## src/rtl/fir_xifu_pkg.sv

```systemverilog
// Shared types for the FIR XIF unit: instruction codes, EX->WB and WB->regfile
// payloads, and the writeback FSM state encoding.
package fir_xifu_pkg;

  localparam int X_ID_WIDTH = 4;

  typedef enum logic [1:0] {
    INSTR_INVALID = 2'd0,
    XFIRLW        = 2'd1,
    XFIRSW        = 2'd2,
    XFIRDOTP      = 2'd3
  } fir_xifu_instr_t;

  typedef struct packed {
    fir_xifu_instr_t         instr;
    logic [X_ID_WIDTH-1:0]   id;
    logic [4:0]              rd;
    logic [31:0]             result;
  } fir_xifu_ex2wb_t;

  typedef struct packed {
    logic [31:0] result;
    logic [4:0]  rd;
    logic        write;
  } fir_xifu_wb2regfile_t;

  typedef enum logic [1:0] {
    IDLE        = 2'd0,
    WAIT_COMMIT = 2'd1,
    RESULT      = 2'd2
  } fir_xifu_wb_state_t;

  // Only loads and dot products produce a value for the internal register file.
  function automatic logic writes_regfile(input fir_xifu_instr_t instr);
    return (instr == XFIRLW) || (instr == XFIRDOTP);
  endfunction

endpackage

```

## src/rtl/fir_xifu_commit_table.sv

```systemverilog
// Per-ID commit/kill tracker: one {done, killed} pair per XIF instruction ID.
// Lookup reflects registered state only, so a set becomes visible next cycle.
module fir_xifu_commit_table #(
  parameter int ID_WIDTH = fir_xifu_pkg::X_ID_WIDTH
) (
  input  logic                clk_i,
  input  logic                rst_i,
  input  logic                set_valid_i,
  input  logic [ID_WIDTH-1:0] set_id_i,
  input  logic                set_kill_i,
  input  logic                clr_valid_i,
  input  logic [ID_WIDTH-1:0] clr_id_i,
  input  logic [ID_WIDTH-1:0] lookup_id_i,
  output logic                lookup_done_o,
  output logic                lookup_killed_o
);

  localparam int DEPTH = 1 << ID_WIDTH;

  logic [DEPTH-1:0] done_q;
  logic [DEPTH-1:0] killed_q;

  always_ff @(posedge clk_i) begin
    if (rst_i) begin
      done_q   <= '0;
      killed_q <= '0;
    end else begin
      if (clr_valid_i) begin
        done_q[clr_id_i]   <= 1'b0;
        killed_q[clr_id_i] <= 1'b0;
      end
      // Placed after the clear so a set to the same ID overrides it.
      if (set_valid_i) begin
        done_q[set_id_i]   <= 1'b1;
        killed_q[set_id_i] <= set_kill_i;
      end
    end
  end

  assign lookup_done_o   = done_q[lookup_id_i];
  assign lookup_killed_o = killed_q[lookup_id_i];

endmodule

```

## src/rtl/fir_xifu_wb.sv

```systemverilog
// Writeback stage of the FIR XIF unit: holds one EX result, waits for its
// commit, writes the internal regfile and returns the XIF result.
// Define FIR_XIFU_WB_COMMIT_EN to track commits; otherwise every entry is
// treated as committed after a single WAIT_COMMIT cycle.
module fir_xifu_wb #(
  parameter int X_ID_WIDTH = fir_xifu_pkg::X_ID_WIDTH
) (
  input  logic                               clk_i,
  input  logic                               rst_i,
  input  fir_xifu_pkg::fir_xifu_ex2wb_t      ex2wb_i,
  input  logic                               ex2wb_valid_i,
  output logic                               ex2wb_ready_o,
  input  logic                               commit_valid_i,
  input  logic [X_ID_WIDTH-1:0]              commit_id_i,
  input  logic                               commit_kill_i,
  output fir_xifu_pkg::fir_xifu_wb2regfile_t wb2regfile_o,
  output logic                               result_valid_o,
  input  logic                               result_ready_i,
  output logic [X_ID_WIDTH-1:0]              result_id_o,
  output logic [31:0]                        result_data_o,
  output logic [4:0]                         result_rd_o,
  output logic                               result_we_o,
  output fir_xifu_pkg::fir_xifu_wb_state_t   dbg_state_o
);

  import fir_xifu_pkg::*;

  // Handshakes: a transfer happens in any cycle where valid and ready are both
  // high; valid never depends on ready, and the producer holds its payload
  // until the transfer cycle.

  fir_xifu_wb_state_t state_q;
  fir_xifu_ex2wb_t    entry_q;
  logic               accept;
  logic               resolved;
  logic               killed;
  logic               resolve_now;

  assign ex2wb_ready_o = (state_q == IDLE) || ((state_q == RESULT) && result_ready_i);
  assign accept        = ex2wb_valid_i && ex2wb_ready_o;
  assign resolve_now   = (state_q == WAIT_COMMIT) && resolved;

`ifdef FIR_XIFU_WB_COMMIT_EN
  logic lookup_done;
  logic lookup_killed;

  fir_xifu_commit_table #(
    .ID_WIDTH (X_ID_WIDTH)
  ) u_commit_table (
    .clk_i           (clk_i),
    .rst_i           (rst_i),
    .set_valid_i     (commit_valid_i),
    .set_id_i        (commit_id_i),
    .set_kill_i      (commit_kill_i),
    .clr_valid_i     (resolve_now),
    .clr_id_i        (entry_q.id),
    .lookup_id_i     (entry_q.id),
    .lookup_done_o   (lookup_done),
    .lookup_killed_o (lookup_killed)
  );

  assign resolved = lookup_done;
  assign killed   = lookup_killed;
`else
  logic unused_commit;
  assign unused_commit = ^{commit_valid_i, commit_id_i, commit_kill_i};
  assign resolved      = 1'b1;
  assign killed        = 1'b0;
`endif

  always_ff @(posedge clk_i) begin
    if (rst_i) begin
      state_q <= IDLE;
      entry_q <= '0;
    end else begin
      case (state_q)
        IDLE: begin
          if (accept) begin
            entry_q <= ex2wb_i;
            state_q <= WAIT_COMMIT;
          end
        end
        WAIT_COMMIT: begin
          if (resolved) state_q <= killed ? IDLE : RESULT;
        end
        RESULT: begin
          if (result_ready_i) begin
            if (accept) begin
              entry_q <= ex2wb_i;
              state_q <= WAIT_COMMIT;
            end else begin
              state_q <= IDLE;
            end
          end
        end
        default: state_q <= IDLE;
      endcase
    end
  end

  // The write pulse is gated by reset so an entry resolving in a reset cycle is dropped.
  always_comb begin
    wb2regfile_o = '0;
    if (resolve_now && !killed && !rst_i && writes_regfile(entry_q.instr)) begin
      wb2regfile_o.write  = 1'b1;
      wb2regfile_o.rd     = entry_q.rd;
      wb2regfile_o.result = entry_q.result;
    end
  end

  assign result_valid_o = (state_q == RESULT);
  assign result_id_o    = result_valid_o ? entry_q.id     : '0;
  assign result_data_o  = result_valid_o ? entry_q.result : '0;
  assign result_rd_o    = result_valid_o ? entry_q.rd     : '0;
  assign result_we_o    = 1'b0;
  assign dbg_state_o    = state_q;

endmodule

```

## config.mk

```make
export PLATFORM = sky130hd
export DESIGN_NAME = fir_xifu_wb
export DESIGN_NICKNAME = d
export VERILOG_FILES = /design/src/rtl/fir_xifu_pkg.sv /design/src/rtl/fir_xifu_commit_table.sv /design/src/rtl/fir_xifu_wb.sv
export SDC_FILE = /design/constraint.sdc
export NUM_CORES = 1
export LEC_CHECK = 0
export ABC_AREA = 0
export BUFFER_PORTS_ARGS = -buffer_cell sky130_fd_sc_hd__clkbuf_2
export CORE_ASPECT_RATIO = 0.75
export CORE_UTILIZATION = 44
export CTS_CLUSTER_SIZE = 40
export DETAILED_ROUTE_END_ITERATION = 10
export HOLD_SLACK_MARGIN = 0.08
export PLACE_DENSITY = 0.79
export RECOVER_POWER = 50
export SLEW_MARGIN = 20
export SYNTH_ARGS = -nofsm -noshare
export SYNTH_HDL_FRONTEND = slang
export SYNTH_SLANG_ARGS = --single-unit
```

## constraint.sdc

```tcl
create_clock -name clk_i -period 1.49 [get_ports clk_i]
set_input_delay 0.149 -clock clk_i [delete_from_list [all_inputs] [get_ports clk_i]]
set_output_delay 0.149 -clock clk_i [all_outputs]
set_load 0.02 [all_outputs]
```

==> results by group, run 1 <==
Drt
  – Routed wire per std cell: 18.1 µm
  – 1st-iter DRT viols: between 150 and 200
  – DRC Markers: 0
  – TritonRoute pass-1 iters: 4
  – Via count: 2465
  – DR vias/cell: roughly 4.9
  – Final ANT Viol Nets: 0
  – Routed wire length: 9.05 mm

Global route
  – Overflow after GRT: 0
  – Number of global-route vias before repair: 2215
  – Largest net degree at the start of global routing: 87
  – Initial antenna violation count: 0
  – Overall routing resource usage: a little under a quarter
  – First-pass GRT wire length: 11.2 mm

Flow run
  – Max-cap violations: 0

Placed design
  – Hpwl dp: approximately 3.7 mm
  – Worst slack at placement: around 0.065 ns
  – PortBufs: ~130
  – Post-DP Area: roughly 3200 µm²
  – Final RePlAce weighted congestion: about 0.68

Worst hold path
  – HP Class: in -> reg
  – Worst hold start: ex2wb_i[1]

Die
  – I/O Pins: 137
  – Chip Width: 90.0 µm
  – Die Span Y: about 70 µm
  – Initial Util: a little under half
  – Die area: between 6000 and 7000 µm²
  – Core area: 5470 µm²
  – FP Rows: 23

STA
  – Min cycle time layout: 1.69 ns
  – Hold Violations, Final: 0
  – Setup tns final: -8.47 ns
  – Peak Freq: ~0.6 GHz
  – Slew Limit Headroom: about three fifths
  – Final setup viols: between 90 and 100
  – RSZ-0062 raised after global routing: true
  – Max Clock Skew: between 0.008 and 0.009 ns
  – Final worst-path cycle share: 114%
  – Final WS setup: -0.202 ns
  – Final max-slew violation count: 0
  – WHS: ~0.084 ns
  – Worst-Margin Slew: about 0.60 ns

Setup path
  – Max stage delay on crit path: around 0.37 ns
  – WP data required: ~1.3 ns
  – Crit end category: output port
  – Reg2reg start: dbg_state_o[1]$_SDFFE_PP0P_
  – CP delay by family, top: simple AND/OR/NAND/NOR gates
  – Critical Path Fanout Max: 9
  – Crit path DAT: between 1.5 and 2 ns
  – Worst Path Class, Setup: reg -> out
  – Worst Path Buf+Inv: 2
  – Critical path cell sequence: and4bb_4 > buf_4 > and2_1 > clkbuf_8
  – Critical Path Start: dbg_state_o[1]$_SDFFE_PP0P_
  – Critical-path top delay cell: and4bb_4
  – Element type at the critical path start: register

Pwr
  – Pwr Total: between 2 and 3 mW
  – Maximum VDD drop: approximately 470 µV
  – Lkg Pwr: roughly 2.1 nW
  – P per Cell Area: approximately 600 nW/µm²

Layout
  – Area occupied by multi-input gates: ~1700 µm²
  – Nets@finish: around 480
  – Cell area after layout: 4590 µm²
  – Register area: between 800 and 900 µm²
  – # fillers: between 200 and 300
  – ANT cells: 0
  – P&R area growth vs syn: 79.6%
  – Layout cells sized above 1: about 53%

Run status
  – Violated checks: negative setup slack
  – Outcome: complete, but fails checks

Synthesis
  – Synth Cell Area: ~2600 µm²
  – Synth Area per Inst: ~9 µm²
  – Register area share after synthesis: between 30% and 40%
  – Synthesized flop and latch total: 44
  – Synth cell types: 15
  – Warnings, synthesis: 0
  – Cells after synthesis: ~280
  – Synthesized Nets: 334

Clock tree
  – CTS tree: done
  – CTS Buffer Depth: 2
  – Number of clock sinks: 44
  – Clk pin slew, worst setup/hold paths: approximately 0.090 ns
  – Clk_lat worst skew: ~0.30 ns
  – CTS HTree Levels: 2
  – TritonCTS buffer count: 5
  – Clock root buffer: clkbuf_8
[registers in the layout, indices dropped and copies added, names as in the netlist]
name and count:
entry_q 42, dbg_state_o 2
[worst min-delay path, stage by stage]
cell	delay (ns)
clkbuf_2	0.08
nand2b_1	0.06
mux2i_1	0.06
[cells in the final DEF (no fill, tap or decap), types with 2 or more instances in the layout]
cell type	Yosys	layout
nand2b_1	84	84
and2_4	0	62
buf_8	4	55
clkbuf_2	0	47
mux2i_1	43	43
dfxtp_1	44	42
clkbuf_8	0	22
and2_1	78	16
buf_6	3	14
buf_4	1	7
dlygate4sd3_1	0	6
clkbuf_16	0	5
nor2_1	3	3
clkbuf_1	11	3
buf_16	0	3
buf_12	0	3
nor2b_4	1	2
dfxtp_4	0	2
[synthesized netlist by cell type (all sizes together)]
library cell | number | area [µm²]
nand2b | 84 | 526
and2 | 78 | 488
nor3b | 1 | 12.5
conb | 1 | 3.75
buf | 12 | 121
nor2 | 3 | 11.3
mux2i | 43 | 430
nor2b | 3 | 26.3
and4bb | 1 | 12.5
dfxtp | 44 | 881
clkbuf | 11 | 41.3
[layer usage]
| layer | global-route usage, % | wire [µm] | vias up |
|---|---|---|---|
| met3 | 5.22 | 558 | 18 |
| met4 | 6.25 | 164 | 0 |
| met2 | 43.9 | 4610 | 111 |
| met1 | 28.0 | 3720 | 1175 |
| li1 | - | - | 1161 |
| met5 | 0 | 0 | - |
[final timing paths]
kind	to	slack, ns	cells after the start
setup / recovery	wb2regfile_o[31]	-0.20	4
hold / removal	entry_q[1]$_SDFFE_PP0P_	0.08	3
setup reg to reg	entry_q[2]$_SDFFE_PP0P_	-0.08	6
hold reg to reg	entry_q[40]$_SDFFE_PP0P_	0.49	2
[final cells by class]
cell class | instances | area share (%)
Timing Repair Buffer | 158 | 39.8
Multi-Input combinational cell | 214 | 36.7
Sequential cell | 44 | 19.4
Tap cell | 75 | 2.05
Clock buffer | 7 | 1.88
Clock inverter | 1 | 0.164
[power breakdown]
group	leakage [nW]	total, mW	switching, mW	internal, mW
clock network	0.0445	0.809	0.431	0.378
logic	1.68	0.606	0.266	0.341
registers	0.363	1.33	0.0703	1.26
total	2.09	2.74	0.767	1.98
[through the flow]
stage,instances,utilization [%]
after global routing,499,83.9
after global placement,467,58.6
after floorplan,281,-
after CTS,489,76.3
final,499,83.9
after detailed placement,467,58.6
[cell families (layout without fill, tap and decap cells)]
group	after synthesis	in the layout	synth area share (%)
buffers and inverters	23	166	6.37
AND/OR/NAND/NOR	170	170	42.1
multiplexers	43	43	16.9
other	1	1	0.147
flip-flops	44	44	34.5
[what timing repair did]
action	CTS	global route
endpoints found under the hold margin	6	0
setup buffers	5	3
cloned	3	7
pin swaps	9	11
gates resized for setup	164	134
hold buffers	6	0
endpoints found under the setup margin	80	99
(Power assumes the default switching activity.)
==> run 2, diff against run 1 <==
CELL_PAD_IN_SITES_DETAIL_PLACEMENT = 0   (was not set)
CELL_PAD_IN_SITES_GLOBAL_PLACEMENT = 1   (was not set)
CORE_UTILIZATION = 32   (was 44)
GPL_TIMING_DRIVEN = 0   (was not set)
PLACE_DENSITY = not set   (was 0.79)
PLACE_DENSITY_LB_ADDON = 0.1   (was not set)
==> run 2 against run 1 <==
  * The flow still finishes with violations (negative setup slack)
  * Count of clock-buffer cells in the layout grew 1
  * Final area shrank 2.4%
  * Worst hold slack gained 0.0079 ns
  * Sequential cell count is the same
  * Sequential share of layout area grew 0.43 points
  * Clock power shrank 3.1%
  * Final cell count grew 6.2%
  * First-iteration DRC count shrank 65%
  * Worst setup slack gained 0.084 ns
  * Routed wire length shrank 15%
  * Critical endpoint is now wb2regfile_o[27]
  * Largest cell class is now multi-input gates
==> results by group, run 2 (synthesis results as in run 1) <==
Die
  – Core area: 7530 µm² (+38%)
  – I/O Pins: 137 (unchanged)
  – Chip Width: 105 µm (+17%)
  – Die Span Y: 79.4 µm (+17%)
  – FP Rows: 27 (+17%)
  – Die area: 8350 µm² (+36%)
  – Initial Util: 33.9% (-13 points)

Setup path
  – Max stage delay on crit path: 0.33 ns (-0.04 ns)
  – Reg2reg start: dbg_state_o[1]$_SDFFE_PP0P_
  – Critical-path top delay cell: dfxtp_2
  – Element type at the critical path start: register
  – Critical Path Start: dbg_state_o[1]$_SDFFE_PP0P_
  – Critical path cell sequence: and4bb_1 > buf_6 > clkbuf_16 > and2_4 > buf_8
  – Worst Path Class, Setup: reg -> out
  – Critical Path Fanout Max: 5 (-4)
  – Crit path DAT: 1.46 ns (-0.08 ns)
  – Crit end category: output port
  – WP data required: 1.34 ns (about the same)

Clock tree
  – TritonCTS buffer count: 5 (unchanged)
  – Clk pin slew, worst setup/hold paths: 0.08 ns (about the same)
  – CTS tree: done
  – Number of clock sinks: 44 (unchanged)
  – Clk_lat worst skew: 0.29 ns (about the same)
  – Clock root buffer: clkbuf_8
  – CTS HTree Levels: 2 (unchanged)
  – CTS Buffer Depth: 2 (unchanged)

Global route
  – Number of global-route vias before repair: 2378 (+7.4%)
  – Largest net degree at the start of global routing: 13 (-85%)
  – Overflow after GRT: 0 (unchanged)
  – Met2 Usage GRT: 33.8% (-10 points)
  – Overall routing resource usage: 18.3% (-5.3 points)
  – Initial antenna violation count: 0 (unchanged)
  – Grt met1 use: 21.8% (-6.2 points)
  – Met3 usage: 3.69% (-1.5 points)
  – First-pass GRT wire length: 11.9 mm (+6.0%)
  – Most used routing layer: met2

Pwr
  – Sw Pwr: 0.707 mW (-7.7%)
  – Clk pwr share: 29.6% (about the same)
  – Flop pwr share: 49.9% (+1.5 points)
  – Maximum VDD drop: 324 µV (-31%)
  – Sw frac: 26.7% (-1.3 points)
  – Int Pwr: 1.94 mW (-1.7%)
  – P per Cell Area: 592 nW/µm² (-0.98%)
  – Lkg Pwr: 2.05 nW (-1.7%)
  – Comb pwr share: 20.5% (-1.6 points)

Layout
  – ANT cells: 0 (unchanged)
  – Nets@finish: 481 (+1.1%)
  – Most frequent cells in the layout: 84 x nand2b_1, 70 x buf_8, 68 x and2_4
  – # fillers: 666 (+140%)
  – Commonest non-fill, non-tap cell in the layout: nand2b_1
  – P&R area growth vs syn: 75.2%
  – Fin cells: 530 (+6.2%)
  – Layout cells sized above 1: 53.8% (+0.78 points)
  – Largest register FFs: 42 (unchanged)
  – Top reg by flops: entry_q

Drt
  – Routed wire per std cell: 14.5 µm (-20%)
  – Via count: 2297 (-6.8%)
  – DR vias/cell: 4.33 (-12%)
  – Routed wire length: 7.69 mm (-15%)
  – TritonRoute pass-1 iters: 3 (-1)
  – DRC Markers: 0 (unchanged)
  – Final ANT Viol Nets: 0 (unchanged)
  – 1st-iter DRT viols: 56 (-65%)

Placed design
  – Final RePlAce weighted congestion: 0.688 (+1.4%)
  – PortBufs: 128 (unchanged)
  – Hpwl dp: 4.94 mm (+33%)
  – # placed instances: 510 (+9.2%)

STA
  – Min cycle time layout: 1.61 ns (-0.0836 ns)
  – Final WS setup: -0.118 ns (+0.0836 ns)
  – Max Clock Skew: 0.00440 ns (-0.00430 ns)
  – Peak Freq: 0.622 GHz (+5.2%)
  – WHS: 0.0916 ns (+0.00790 ns)
  – Final max-slew violation count: 0 (unchanged)
  – Hold Violations, Final: 0 (unchanged)
  – Final setup viols: 64 (-33%)
  – RSZ-0062 raised after global routing: true
  – Final worst-path cycle share: 108% (-5.6 points)

Worst hold path
  – Worst hold start: ex2wb_i[25]
  – HP Class: in -> reg

Flow run
  – Max-cap violations: 0 (unchanged)

Run status
  – Outcome: complete, but fails checks
  – Violated checks: negative setup slack
-- run 2: cell count changes in the layout (fill, tap and decap cells not counted), moves of 7 or more --
cell,previous run,this run
buf_8,55,70
clkbuf_1,3,13
buf_6,14,7
clkbuf_2,47,58
clkbuf_8,22,8
-- run 2: routing by layer --
metal | part of all wire, % | wire length (µm)
met3 | 4.2 | 325
met1 | 45 | 3430
met4 | 0.79 | 61
met2 | 50 | 3870
met5 | 0 | 0
-- run 2: worst max-delay path: cells and delay by family (launching register included) --
family | cells | cell delay (ns)
simple gates | 2 | 0.41
flops | 1 | 0.33
buf+inv | 3 | 0.42
-- run 2: stage by stage --
stage	setup TNS [ns]	setup WS [ns]	instance area (µm²)	total power [mW]	util [%]
floorplan	0	0.0737	2550	1.62	-
global placement	-8.11	-0.301	3320	1.77	44.1
global route	-10.79	-0.171	4470	2.79	59.4
detailed placement	-9.83	-0.345	3320	1.78	44.1
CTS	-6.13	-0.143	4310	2.67	57.2
finish	-4.02	-0.118	4470	2.65	59.4
-- run 2: path summary, 6_finish.rpt --
kind	endpoint	slack, ns	cells after the start
worst max-delay path	wb2regfile_o[27]	-0.12	5
worst min-delay path	entry_q[25]$_SDFFE_PP0P_	0.09	3
worst max register to register	entry_q[35]$_SDFFE_PP0P_	-0.04	6
worst min register to register	entry_q[38]$_SDFFE_PP0P_	0.48	2
-- run 2: power groups by stage --
stage / combinational (mW) / sequential [mW] / clock (mW)
final: 0.542 / 1.32 / 0.784
after global routing: 0.587 / 1.34 / 0.864
after CTS: 0.537 / 1.32 / 0.814
after detailed placement: 0.440 / 1.34 / 0
after global placement: 0.435 / 1.34 / 0
after floorplan: 0.297 / 1.33 / 0
-- run 2: repair_timing --
action,in CTS,in global routing
endpoints found under the setup margin,80,78
gates cloned,4,2
pin swaps,29,1
buffers inserted,6,2
resized for setup,191,105
hold buffers,0,0
-- run 2: layout make-up --
type | count | area [µm²] | share of cell area, %
tap | 101 | 126 | 2.82
timing repair buffer | 140 | 1460 | 32.7
clock buffer | 8 | 90.1 | 2.01
multi-input combinational | 214 | 1690 | 37.7
sequential | 44 | 886 | 19.8
buffer | 23 | 223 | 4.98
